File: src/rtl/safety_sram_pkg.sv
// Shared types and constants for the safety-island SRAM arbiter slice.
package safety_sram_pkg;

  typedef enum logic [1:0] {
    RR    = 2'd0,
    LOCK0 = 2'd1,
    LOCK1 = 2'd2,
    BIST  = 2'd3
  } arb_state_e;

  typedef logic req_id_t;

  localparam req_id_t REQ_ECC  = 1'b0;
  localparam req_id_t REQ_BIST = 1'b1;

endpackage

File: src/rtl/safety_sram_arbiter_if.sv
// Requester-side SRAM access bus: request/command from the master, grant and read response back.
interface safety_sram_arbiter_if #(
  parameter int unsigned AW = 32,
  parameter int unsigned DW = 64
);
  logic            req;
  logic            we;
  logic [AW-1:0]   addr;
  logic [DW-1:0]   wdata;
  logic [DW/8-1:0] wstrb;
  logic            lock;
  logic            gnt;
  logic            rvalid;
  logic [DW-1:0]   rdata;

  modport master (
    output req, we, addr, wdata, wstrb, lock,
    input  gnt, rvalid, rdata
  );

  modport slave (
    input  req, we, addr, wdata, wstrb, lock,
    output gnt, rvalid, rdata
  );
endinterface

File: src/rtl/safety_sram_rd_tracker.sv
// Fixed-latency read tracker: shifts {valid, owner id} so read data is steered back RD_LAT cycles later.
module safety_sram_rd_tracker
  import safety_sram_pkg::*;
#(
  parameter int unsigned RD_LAT = 1
) (
  input  logic    clk_i,
  input  logic    rst_n_i,
  input  logic    push_i,
  input  req_id_t id_i,
  output logic    valid_o,
  output req_id_t id_o
);

  logic [RD_LAT-1:0] valid_q;
  logic [RD_LAT-1:0] id_q;

  always_ff @(posedge clk_i or negedge rst_n_i) begin
    if (!rst_n_i) begin
      valid_q <= '0;
      id_q    <= '0;
    end else begin
      valid_q[0] <= push_i;
      id_q[0]    <= id_i;
      for (int unsigned i = 1; i < RD_LAT; i++) begin
        valid_q[i] <= valid_q[i-1];
        id_q[i]    <= id_q[i-1];
      end
    end
  end

  assign valid_o = valid_q[RD_LAT-1];
  assign id_o    = id_q[RD_LAT-1];

endmodule

File: src/rtl/safety_sram_arbiter.sv
// Two-requester round-robin arbiter for the safety-island SRAM port with lock,
// MBIST-exclusive mode, fixed-latency read steering and starvation detection.
module safety_sram_arbiter
  import safety_sram_pkg::*;
#(
  parameter int unsigned AW         = 32,
  parameter int unsigned DW         = 64,
  parameter int unsigned RD_LAT     = 1,
  parameter int unsigned STARVE_MAX = 64
) (
  input  logic                 clk_i,
  input  logic                 rst_n_i,
  input  logic                 mbist_en_i,
  safety_sram_arbiter_if.slave r0,
  safety_sram_arbiter_if.slave r1,
  output logic                 sram_req_o,
  output logic                 sram_we_o,
  output logic [AW-1:0]        sram_addr_o,
  output logic [DW-1:0]        sram_wdata_o,
  output logic [DW/8-1:0]      sram_wstrb_o,
  input  logic [DW-1:0]        sram_rdata_i,
  output logic                 starve_err_o,
  output req_id_t              starve_src_o
);

  localparam int unsigned CW = $clog2(STARVE_MAX + 1);
  localparam logic [CW-1:0] CNT_MAX = CW'(STARVE_MAX);

  arb_state_e state_q, state_d;
  req_id_t    last_gnt_q;
  logic       gnt0, gnt1;

  // Grant decode; grants are forced low while reset is asserted.
  always_comb begin
    gnt0 = 1'b0;
    gnt1 = 1'b0;
    unique case (state_q)
      RR: begin
        if (r0.req && r1.req) begin
          gnt0 = (last_gnt_q == REQ_BIST);
          gnt1 = (last_gnt_q == REQ_ECC);
        end else begin
          gnt0 = r0.req;
          gnt1 = r1.req;
        end
      end
      LOCK0:   gnt0 = r0.req;
      LOCK1:   gnt1 = r1.req;
      BIST:    gnt1 = r1.req;
      default: ;
    endcase
    if (!rst_n_i) begin
      gnt0 = 1'b0;
      gnt1 = 1'b0;
    end
  end

  // A lock taken in RR outranks a simultaneous MBIST request; MBIST waits for release.
  always_comb begin
    state_d = state_q;
    unique case (state_q)
      RR: begin
        if (gnt0 && r0.lock)      state_d = LOCK0;
        else if (gnt1 && r1.lock) state_d = LOCK1;
        else if (mbist_en_i)      state_d = BIST;
      end
      LOCK0: if (gnt0 && !r0.lock) state_d = mbist_en_i ? BIST : RR;
      LOCK1: if (gnt1 && !r1.lock) state_d = mbist_en_i ? BIST : RR;
      BIST:  if (!mbist_en_i)      state_d = RR;
      default: state_d = RR;
    endcase
  end

  always_ff @(posedge clk_i or negedge rst_n_i) begin
    if (!rst_n_i) begin
      state_q    <= RR;
      last_gnt_q <= REQ_BIST;
    end else begin
      state_q <= state_d;
      if (gnt0)      last_gnt_q <= REQ_ECC;
      else if (gnt1) last_gnt_q <= REQ_BIST;
    end
  end

  always_comb begin
    sram_req_o   = gnt0 | gnt1;
    sram_we_o    = 1'b0;
    sram_addr_o  = '0;
    sram_wdata_o = '0;
    sram_wstrb_o = '0;
    if (gnt0) begin
      sram_we_o    = r0.we;
      sram_addr_o  = r0.addr;
      sram_wdata_o = r0.wdata;
      sram_wstrb_o = r0.wstrb;
    end else if (gnt1) begin
      sram_we_o    = r1.we;
      sram_addr_o  = r1.addr;
      sram_wdata_o = r1.wdata;
      sram_wstrb_o = r1.wstrb;
    end
  end

  logic    trk_valid;
  req_id_t trk_id;

  safety_sram_rd_tracker #(
    .RD_LAT (RD_LAT)
  ) u_rd_tracker (
    .clk_i   (clk_i),
    .rst_n_i (rst_n_i),
    .push_i  (sram_req_o && !sram_we_o),
    .id_i    (gnt1 ? REQ_BIST : REQ_ECC),
    .valid_o (trk_valid),
    .id_o    (trk_id)
  );

  assign r0.gnt    = gnt0;
  assign r1.gnt    = gnt1;
  assign r0.rvalid = trk_valid && (trk_id == REQ_ECC);
  assign r1.rvalid = trk_valid && (trk_id == REQ_BIST);
  assign r0.rdata  = sram_rdata_i;
  assign r1.rdata  = sram_rdata_i;

  logic [CW-1:0] cnt_q [2];
  logic [1:0]    rep_q;
  logic [1:0]    req_v, gnt_v, hold_v, sat_v, report_v;

  assign req_v  = {r1.req, r0.req};
  assign gnt_v  = {gnt1, gnt0};
  assign hold_v = {1'b0, state_q == BIST};
  assign sat_v  = {cnt_q[1] == CNT_MAX, cnt_q[0] == CNT_MAX};

  // Requester 0 wins a same-cycle report; requester 1 stays unreported and goes next cycle.
  assign report_v[0] = sat_v[0] && !rep_q[0];
  assign report_v[1] = sat_v[1] && !rep_q[1] && !report_v[0];

  assign starve_err_o = |report_v;
  assign starve_src_o = report_v[1] ? REQ_BIST : REQ_ECC;

  always_ff @(posedge clk_i or negedge rst_n_i) begin
    if (!rst_n_i) begin
      cnt_q[0] <= '0;
      cnt_q[1] <= '0;
      rep_q    <= '0;
    end else begin
      for (int unsigned n = 0; n < 2; n++) begin
        if (!req_v[n] || gnt_v[n]) begin
          cnt_q[n] <= '0;
          rep_q[n] <= 1'b0;
        end else begin
          if (!hold_v[n] && !sat_v[n]) cnt_q[n] <= cnt_q[n] + CW'(1);
          if (report_v[n])             rep_q[n] <= 1'b1;
        end
      end
    end
  end

endmodule
File: src/flat_wrapper.sv
// flat-port wrapper written by rule: the top's interface ports become plain ports
module safety_sram_arbiter_flat import safety_sram_pkg::*;
#(
  parameter int unsigned AW         = 32,
  parameter int unsigned DW         = 64,
  parameter int unsigned RD_LAT     = 1,
  parameter int unsigned STARVE_MAX = 64
)
  (clk_i, rst_n_i, mbist_en_i, sram_req_o, sram_we_o, sram_addr_o, sram_wdata_o, sram_wstrb_o, sram_rdata_i, starve_err_o, starve_src_o, r0_req, r0_we, r0_addr, r0_wdata, r0_wstrb, r0_lock, r0_gnt, r0_rvalid, r0_rdata, r1_req, r1_we, r1_addr, r1_wdata, r1_wstrb, r1_lock, r1_gnt, r1_rvalid, r1_rdata);
  safety_sram_arbiter_if #(.AW(AW), .DW(DW)) r0_i ();
  safety_sram_arbiter_if #(.AW(AW), .DW(DW)) r1_i ();
  input  logic clk_i;
  input  logic rst_n_i;
  input  logic mbist_en_i;
  output logic sram_req_o;
  output logic sram_we_o;
  output logic [AW-1:0] sram_addr_o;
  output logic [DW-1:0] sram_wdata_o;
  output logic [DW/8-1:0] sram_wstrb_o;
  input  logic [DW-1:0] sram_rdata_i;
  output logic starve_err_o;
  output req_id_t starve_src_o;
  input wire logic [$bits(r0_i.req)-1:0] r0_req;
  input wire logic [$bits(r0_i.we)-1:0] r0_we;
  input wire logic [$bits(r0_i.addr)-1:0] r0_addr;
  input wire logic [$bits(r0_i.wdata)-1:0] r0_wdata;
  input wire logic [$bits(r0_i.wstrb)-1:0] r0_wstrb;
  input wire logic [$bits(r0_i.lock)-1:0] r0_lock;
  output wire logic [$bits(r0_i.gnt)-1:0] r0_gnt;
  output wire logic [$bits(r0_i.rvalid)-1:0] r0_rvalid;
  output wire logic [$bits(r0_i.rdata)-1:0] r0_rdata;
  input wire logic [$bits(r1_i.req)-1:0] r1_req;
  input wire logic [$bits(r1_i.we)-1:0] r1_we;
  input wire logic [$bits(r1_i.addr)-1:0] r1_addr;
  input wire logic [$bits(r1_i.wdata)-1:0] r1_wdata;
  input wire logic [$bits(r1_i.wstrb)-1:0] r1_wstrb;
  input wire logic [$bits(r1_i.lock)-1:0] r1_lock;
  output wire logic [$bits(r1_i.gnt)-1:0] r1_gnt;
  output wire logic [$bits(r1_i.rvalid)-1:0] r1_rvalid;
  output wire logic [$bits(r1_i.rdata)-1:0] r1_rdata;
  assign r0_i.req = r0_req;
  assign r0_i.we = r0_we;
  assign r0_i.addr = r0_addr;
  assign r0_i.wdata = r0_wdata;
  assign r0_i.wstrb = r0_wstrb;
  assign r0_i.lock = r0_lock;
  assign r0_gnt = r0_i.gnt;
  assign r0_rvalid = r0_i.rvalid;
  assign r0_rdata = r0_i.rdata;
  assign r1_i.req = r1_req;
  assign r1_i.we = r1_we;
  assign r1_i.addr = r1_addr;
  assign r1_i.wdata = r1_wdata;
  assign r1_i.wstrb = r1_wstrb;
  assign r1_i.lock = r1_lock;
  assign r1_gnt = r1_i.gnt;
  assign r1_rvalid = r1_i.rvalid;
  assign r1_rdata = r1_i.rdata;
  safety_sram_arbiter #(.AW(AW), .DW(DW), .RD_LAT(RD_LAT), .STARVE_MAX(STARVE_MAX)) u_core (.clk_i(clk_i), .rst_n_i(rst_n_i), .mbist_en_i(mbist_en_i), .r0(r0_i), .r1(r1_i), .sram_req_o(sram_req_o), .sram_we_o(sram_we_o), .sram_addr_o(sram_addr_o), .sram_wdata_o(sram_wdata_o), .sram_wstrb_o(sram_wstrb_o), .sram_rdata_i(sram_rdata_i), .starve_err_o(starve_err_o), .starve_src_o(starve_src_o));
endmodule
File: config.mk
export PLATFORM = sky130hd
export DESIGN_NAME = safety_sram_arbiter_flat
export DESIGN_NICKNAME = d
export VERILOG_FILES = /design/src/rtl/safety_sram_pkg.sv /design/src/rtl/safety_sram_arbiter_if.sv /design/src/rtl/safety_sram_rd_tracker.sv /design/src/rtl/safety_sram_arbiter.sv /design/src/flat_wrapper.sv
export SDC_FILE = /design/constraint.sdc
export NUM_CORES = 1
export LEC_CHECK = 0
export ABC_AREA = 1
export CAP_MARGIN = 40
export CORE_AREA = 2 2 200 202
export CTS_CLUSTER_SIZE = 30
export DETAILED_ROUTE_END_ITERATION = 8
export DIE_AREA = 0 0 202 204
export PLACE_DENSITY = 0.37
export SLEW_MARGIN = 25
export SYNTH_ARGS = -nofsm -noshare
export SYNTH_HDL_FRONTEND = slang
export SYNTH_SLANG_ARGS = --single-unit
File: constraint.sdc
create_clock -name clk_i -period 2.3 [get_ports clk_i]
set_input_delay 0.69 -clock clk_i [delete_from_list [all_inputs] [get_ports clk_i]]
set_output_delay 0.69 -clock clk_i [all_outputs]
set_load 0.02 [all_outputs]
* Word level (Yosys, flattened, before mapping)
Cells that the tools add are included.
** Operators by class
- Add/sub/neg operators :: 2
- Equality and inequality tests :: 10
- Multiplexer cells :: 34
- Bitwise operators :: 3
- Reduce and logical (&&, ||, !) cells :: 32
** Operators with widths (count)
- $mux W64 :: 2
- $mux W32 :: 2
- $mux W7 :: 4
- $mux W8 :: 2
- $add A7 B1 Y7 const B :: 2
- $eq A7 B7 Y1 const B :: 2
- $mux W1 :: 14
- $mux W2 :: 7
- $logic_and A1 B1 Y1 :: 12
- $logic_not A1 Y1 :: 10
- $pmux W2 S4 :: 1
- $reduce_bool A2 Y1 :: 4
- $eq A2 B2 Y1 const B :: 2
- $ne A2 B1 Y1 const B :: 2
- $ne A2 B2 Y1 const B :: 2
- $ne A4 B2 Y1 const B :: 1
- $pmux W1 S2 :: 2
- $reduce_and A4 Y1 :: 1
- $reduce_or A2 Y1 :: 2
- $eq A2 B1 Y1 const B :: 1
- $logic_not A2 Y1 :: 1
- $logic_or A1 B1 Y1 :: 2
- $not A1 Y1 :: 2
- $or A1 B1 Y1 :: 1
** Storage, ports and cells
- Register bits after elaboration :: 21
- Input bits :: 281
- Output and inout port bits :: 240
- Word-level logic and storage cells :: 89

* Longest topological paths before layout
- Depth in word-level cells :: 8
- Depth in mapped cells :: 11

* Hierarchy
A second synthesis with hierarchy kept.
** Unflattened totals
- Cells, all modules :: 644
- Area, all modules :: 3647.2 sq um
** Modules (own cells, without submodules)
- safety_sram_arbiter :: times used 1, cells an instance 642, area each 3597.2 sq um, seq. area each 476.7 sq um
- safety_sram_rd_tracker :: times used 1, cells an instance 2, area each 50.0 sq um, seq. area each 50.0 sq um

* Least setup slack after synthesis
No wires, ideal clock.
- Path type :: input to output
- Start :: input port r1_req
- End :: output port sram_wdata_o[61]
- Arrival :: 1776 ps
- Required time :: 1610 ps
- Path slack :: -166 ps
- Stages on the path :: 5
- Cell sequence :: nand2_1 nand2_1 a21oi_4 clkbuf_1 a22o_1
** Between the ends
- Elaborated cells on any way between the ends :: 9
- Classes of those cells :: 8 x mux; 1 x reduce/logical
** RTL lines
- from (decl) :: RTL line flat_wrapper.sv:32 : input wire logic [$bits(r1_i.req)-1:0] r1_req;
- $logic_and A1 B1 Y1 :: RTL line safety_sram_arbiter.sv:39 : if (r0.req && r1.req) begin
- $mux W1 :: RTL line safety_sram_arbiter.sv:39
- $pmux W1 S2 :: RTL line safety_sram_arbiter.sv:37 : unique case (state_q)
- $mux W1 :: RTL line safety_sram_arbiter.sv:52 : if (!rst_n_i) begin
- via r0_gnt :: RTL line flat_wrapper.sv:29 : output wire logic [$bits(r0_i.gnt)-1:0] r0_gnt;
- $mux W64 :: RTL line safety_sram_arbiter.sv:91 : if (gnt0) begin
- to (decl) :: RTL line flat_wrapper.sv:18 : output logic [DW-1:0] sram_wdata_o;
The timed path passes the listed nets, and every way through them passes these cells.

* Worst setup path after layout
- Start :: register u_core.state_q[0]
- End :: output port sram_wstrb_o[7]
** Between the ends
- Cells in the longest elaborated chain, start to end :: 6
- Elaborated cells on any way between the ends :: 11
- Classes of those cells :: 3 x eq/ne; 6 x mux; 2 x reduce/logical
** Ends and longest elaborated chain
- from (decl) :: RTL line safety_sram_arbiter.sv:29 : arb_state_e state_q, state_d;
- from (signal assigned) :: RTL line safety_sram_arbiter.sv:79 : state_q <= state_d;
- $eq A2 B2 Y1 :: RTL line safety_sram_arbiter.sv:37
- $reduce_or A2 Y1 (no source line)
- $pmux W1 S2 :: RTL line safety_sram_arbiter.sv:37
- $mux W1 :: RTL line safety_sram_arbiter.sv:52
- $mux W8 :: RTL line safety_sram_arbiter.sv:96 : end else if (gnt1) begin
- $mux W8 (*) :: RTL line safety_sram_arbiter.sv:91
- to (decl) :: RTL line flat_wrapper.sv:19 : output logic [DW/8-1:0] sram_wstrb_o;
Every way passes the cells marked *; elsewhere a longest branch is shown, timed or not.

==> flow_metrics.env <==
export IMPL_net_count_final=1035
export IMPL_failed_checks="setup timing"
export IMPL_netlist_area_leader_share_pct=28.7
export IMPL_p_leak_uw=0.00384
export IMPL_final_cells=1268
export IMPL_synthDominantAreaCellType="sky130_fd_sc_hd__buf_4"
export IMPL_clock_tree_from_tritoncts="built"
export IMPL_ys_ff_latch=21
export IMPL_initial_core_util_pct=8.54
export IMPL_worst_setup_path_startpoint="u_core.state_q[0]"
export IMPL_drtPass1Iterations=4
export IMPL_clock_latency_ns=0.25
export IMPL_wire_per_inst_um=18.0
export IMPL_crit_path_max_fanout=5
export IMPL_timing_fmax_ghz=0.349
export IMPL_status="finished with violations"
export IMPL_drive_gt1_share_pct=44.0
export IMPL_grt_remaining_overflow=0
export IMPL_endpoint_kind="output pin"
export IMPL_sequential_fraction_of_the_synthesis_area_pct=15.8
export IMPL_critical_path_reg2reg_startpoint="u_core.state_q[0]"
export IMPL_worstPathArrival_ns=2.18
export IMPL_hp_class="primary input to async pin"
export IMPL_slew_violations=0
export IMPL_detail_route_iter0_violations=70
export IMPL_final_setup_worst_slack_ns=-0.569
export IMPL_antenna_found_initial=4
export IMPL_grt_pass1_vias=4477
export IMPL_avgSynthCellArea_um2=7.64
export IMPL_drv_max_cap_violation_count=0
export IMPL_worst_ir_drop_vdd_uv=277
export IMPL_syn_area_mm2=0.00334
export IMPL_syn_to_final_growth_pct=160
export IMPL_synth_nets=729
export IMPL_cts_root_buf="sky130_fd_sc_hd__clkbuf_16"
export IMPL_routed_via_count=4205
export IMPL_power_density_mw_per_mm2=729
export IMPL_timing_final_crit_share_pct=125
export IMPL_die_width_um=202
export IMPL_die_h_um=204
export IMPL_timing_hold_ws_ns=0.501
export IMPL_grt_pass1_wl_mm=30.9
export IMPL_cts_hold_buf=0
export IMPL_grt_max_degree=17
export IMPL_wl_mm=22.8
export IMPL_drc_errors=0
export IMPL_route_antenna_remaining_nets=0
export IMPL_report_final_hold_viol_count=0
export IMPL_io_buffers=328
export IMPL_dp_cells=1204
export IMPL_placement_rows=73
export IMPL_io_pin_count=521
export IMPL_longest_clk_path_bufs=2
export IMPL_place_congestion=0.728
export IMPL_n_antenna_cell=0
export IMPL_finalPower_uw=6340
export IMPL_setup_viol=108
export IMPL_utilization_pct=22.2
export IMPL_max_slew_margin_rel_pct=79.4
export IMPL_clock_sinks=21
export IMPL_cts_htree_levels=1
export IMPL_worstPathRequired_ns=1.61
export IMPL_post_synth_num_cell_types=23
export IMPL_worst_setup_hold_path_clk_slew_ns=0.06
export IMPL_worst_setup_path_type="flip-flop to output pin"
export IMPL_synthesis_instances=438
export IMPL_post_route_skew_ns=0.00282
export IMPL_shortest_period_the_worst_path_allows_ns=2.87
export IMPL_detail_route_vias_per_cell=3.32
export IMPL_setup_worst_path_start_class="flip-flop"
export IMPL_tightest_slew_ns=0.309
export IMPL_fp_dieArea_mm2=0.0412
export IMPL_place_detailed_hpwl_mm=18.3
export IMPL_cts_made_buffers=3
export IMPL_synth_area_leaders="sky130_fd_sc_hd__buf_4 29%, sky130_fd_sc_hd__a22o_1 27%, sky130_fd_sc_hd__dfrtp_1 15%"
export IMPL_grt_setup_unrepaired="true"
export IMPL_coreArea_mm2=0.0392
export IMPL_globalRouteTotalUtil_pct=10.3
export IMPL_synth_warnings=0
==> layout by cell type, fill, tap and decap left out, types with 7 or more instances in the layout <==
master / Yosys / layout
sky130_fd_sc_hd__a22o_4: 0 / 53
sky130_fd_sc_hd__a21oi_1: 7 / 7
sky130_fd_sc_hd__buf_4: 128 / 56
sky130_fd_sc_hd__clkdlybuf4s50_1: 0 / 215
sky130_fd_sc_hd__nor2_1: 20 / 18
sky130_fd_sc_hd__nand2_1: 59 / 47
sky130_fd_sc_hd__a22o_1: 104 / 51
sky130_fd_sc_hd__dfrtp_1: 20 / 20
sky130_fd_sc_hd__buf_8: 0 / 14
sky130_fd_sc_hd__inv_1: 31 / 25
sky130_fd_sc_hd__buf_6: 6 / 126
sky130_fd_sc_hd__nand3_1: 12 / 10
sky130_fd_sc_hd__buf_12: 0 / 24
sky130_fd_sc_hd__buf_16: 0 / 9
==> layout make-up <==
| cell class | instances | area (um^2) |
|---|---|---|
| tap | 525 | 657 |
| multi-input combinational | 236 | 2260 |
| clock inverter | 1 | 5.00 |
| timing repair buffer | 451 | 5040 |
| inverter | 31 | 129 |
| clock buffer | 3 | 75.1 |
| fill | 4286 | 30500 |
| sequential | 21 | 527 |
==> metrics by stage <==
stage / setup WS [ns] / cell area, um^2 / setup TNS, ns
after floorplan: -0.00611 / 3840 / -0.240
after global routing: -0.679 / 8690 / -62.87
after detailed placement: -1.33 / 7230 / -121.72
after CTS: -0.637 / 8300 / -54.85
final: -0.569 / 8690 / -51.87
after global placement: -1.34 / 7230 / -122.58
==> what timing repair did <==
item,CTS,global route
cloned,10,3
resized for setup,581,87
pin swaps,38,37
buffers inserted,36,19
endpoints found under the setup margin,111,110
==> Yosys cell counts <==
cell type and instances:
sky130_fd_sc_hd__nand3b_1 1, sky130_fd_sc_hd__buf_6 6, sky130_fd_sc_hd__inv_1 31, sky130_fd_sc_hd__dfstp_2 1, sky130_fd_sc_hd__a22o_1 104, sky130_fd_sc_hd__nand3_1 12
sky130_fd_sc_hd__nor3b_1 2, sky130_fd_sc_hd__o21ai_0 7, sky130_fd_sc_hd__buf_4 128, sky130_fd_sc_hd__xnor2_1 2, sky130_fd_sc_hd__nand2_1 59, sky130_fd_sc_hd__clkbuf_1 6
sky130_fd_sc_hd__buf_2 10, sky130_fd_sc_hd__a21oi_4 1, sky130_fd_sc_hd__dfrtp_1 20, sky130_fd_sc_hd__xor2_1 6, sky130_fd_sc_hd__nor2_2 1, sky130_fd_sc_hd__or2_2 1
sky130_fd_sc_hd__nand4_1 1, sky130_fd_sc_hd__ha_1 10, sky130_fd_sc_hd__a21oi_1 7, sky130_fd_sc_hd__nor2_1 20, sky130_fd_sc_hd__nor3_1 2
==> layer usage <==
metal  wire (um)  vias up  track usage, %
met5          37        -               0
met3        2210       30            4.29
met4         216        6            1.42
li1            -     2002               -
met2       11700      223            18.2
met1        8730     1944            11.7
==> path summary, 6_finish.rpt <==
check	endpoint	slack, ns	depth (start not counted)
min in group clk_i	u_core.rep_q[0]	0.52	2
min	u_core.state_q[0]	0.50	2
max	sram_wstrb_o[7]	-0.57	11
min reg2reg	u_core.rep_q[0]	0.52	2
max in group asynchronous	u_core.last_gnt_q	1.51	2
max reg2reg	u_core.state_q[0]	0.28	15
==> cell families after synthesis <==
logic type               after synthesis  share of synthesized area, %
AND/OR/NAND/NOR                       99                          12.2
flip-flops                            21                          15.8
adder cells (fa/ha/maj)               10                          3.74
XOR/XNOR                               8                          2.10
buffers and inverters                181                          36.4
AO/OA/AOI/OAI                        119                          29.8
==> flip-flops by register name, indices dropped and copies added (netlist names) <==
name                         cells
u_core.cnt_q                    14
u_core.last_gnt_q                1
u_core.rep_q                     2
u_core.state_q                   2
u_core.u_rd_tracker.id_o         1
u_core.u_rd_tracker.valid_o      1
==> worst max-delay path, cell delays in order (launching register included) <==
cell	delay (ns)
sky130_fd_sc_hd__dfrtp_1	0.42
sky130_fd_sc_hd__inv_2	0.13
sky130_fd_sc_hd__ha_4	0.18
sky130_fd_sc_hd__nand2_2	0.05
sky130_fd_sc_hd__nand2_2	0.09
sky130_fd_sc_hd__nand2_4	0.06
sky130_fd_sc_hd__nor2_4	0.22
sky130_fd_sc_hd__buf_12	0.15
sky130_fd_sc_hd__clkbuf_16	0.17
sky130_fd_sc_hd__buf_8	0.13
sky130_fd_sc_hd__a22o_1	0.16
sky130_fd_sc_hd__buf_6	0.14
==> report_power, final <==
group / leakage (uW) / internal (uW) / total, uW / switching, uW
logic: 0.00352 / 3090 / 5460 / 2370
clock network: 0.0000409 / 233 / 369 / 135
registers: 0.000281 / 446 / 508 / 62.4
total: 0.00384 / 3770 / 6340 / 2570
Power figures use the tool's default switching activity.
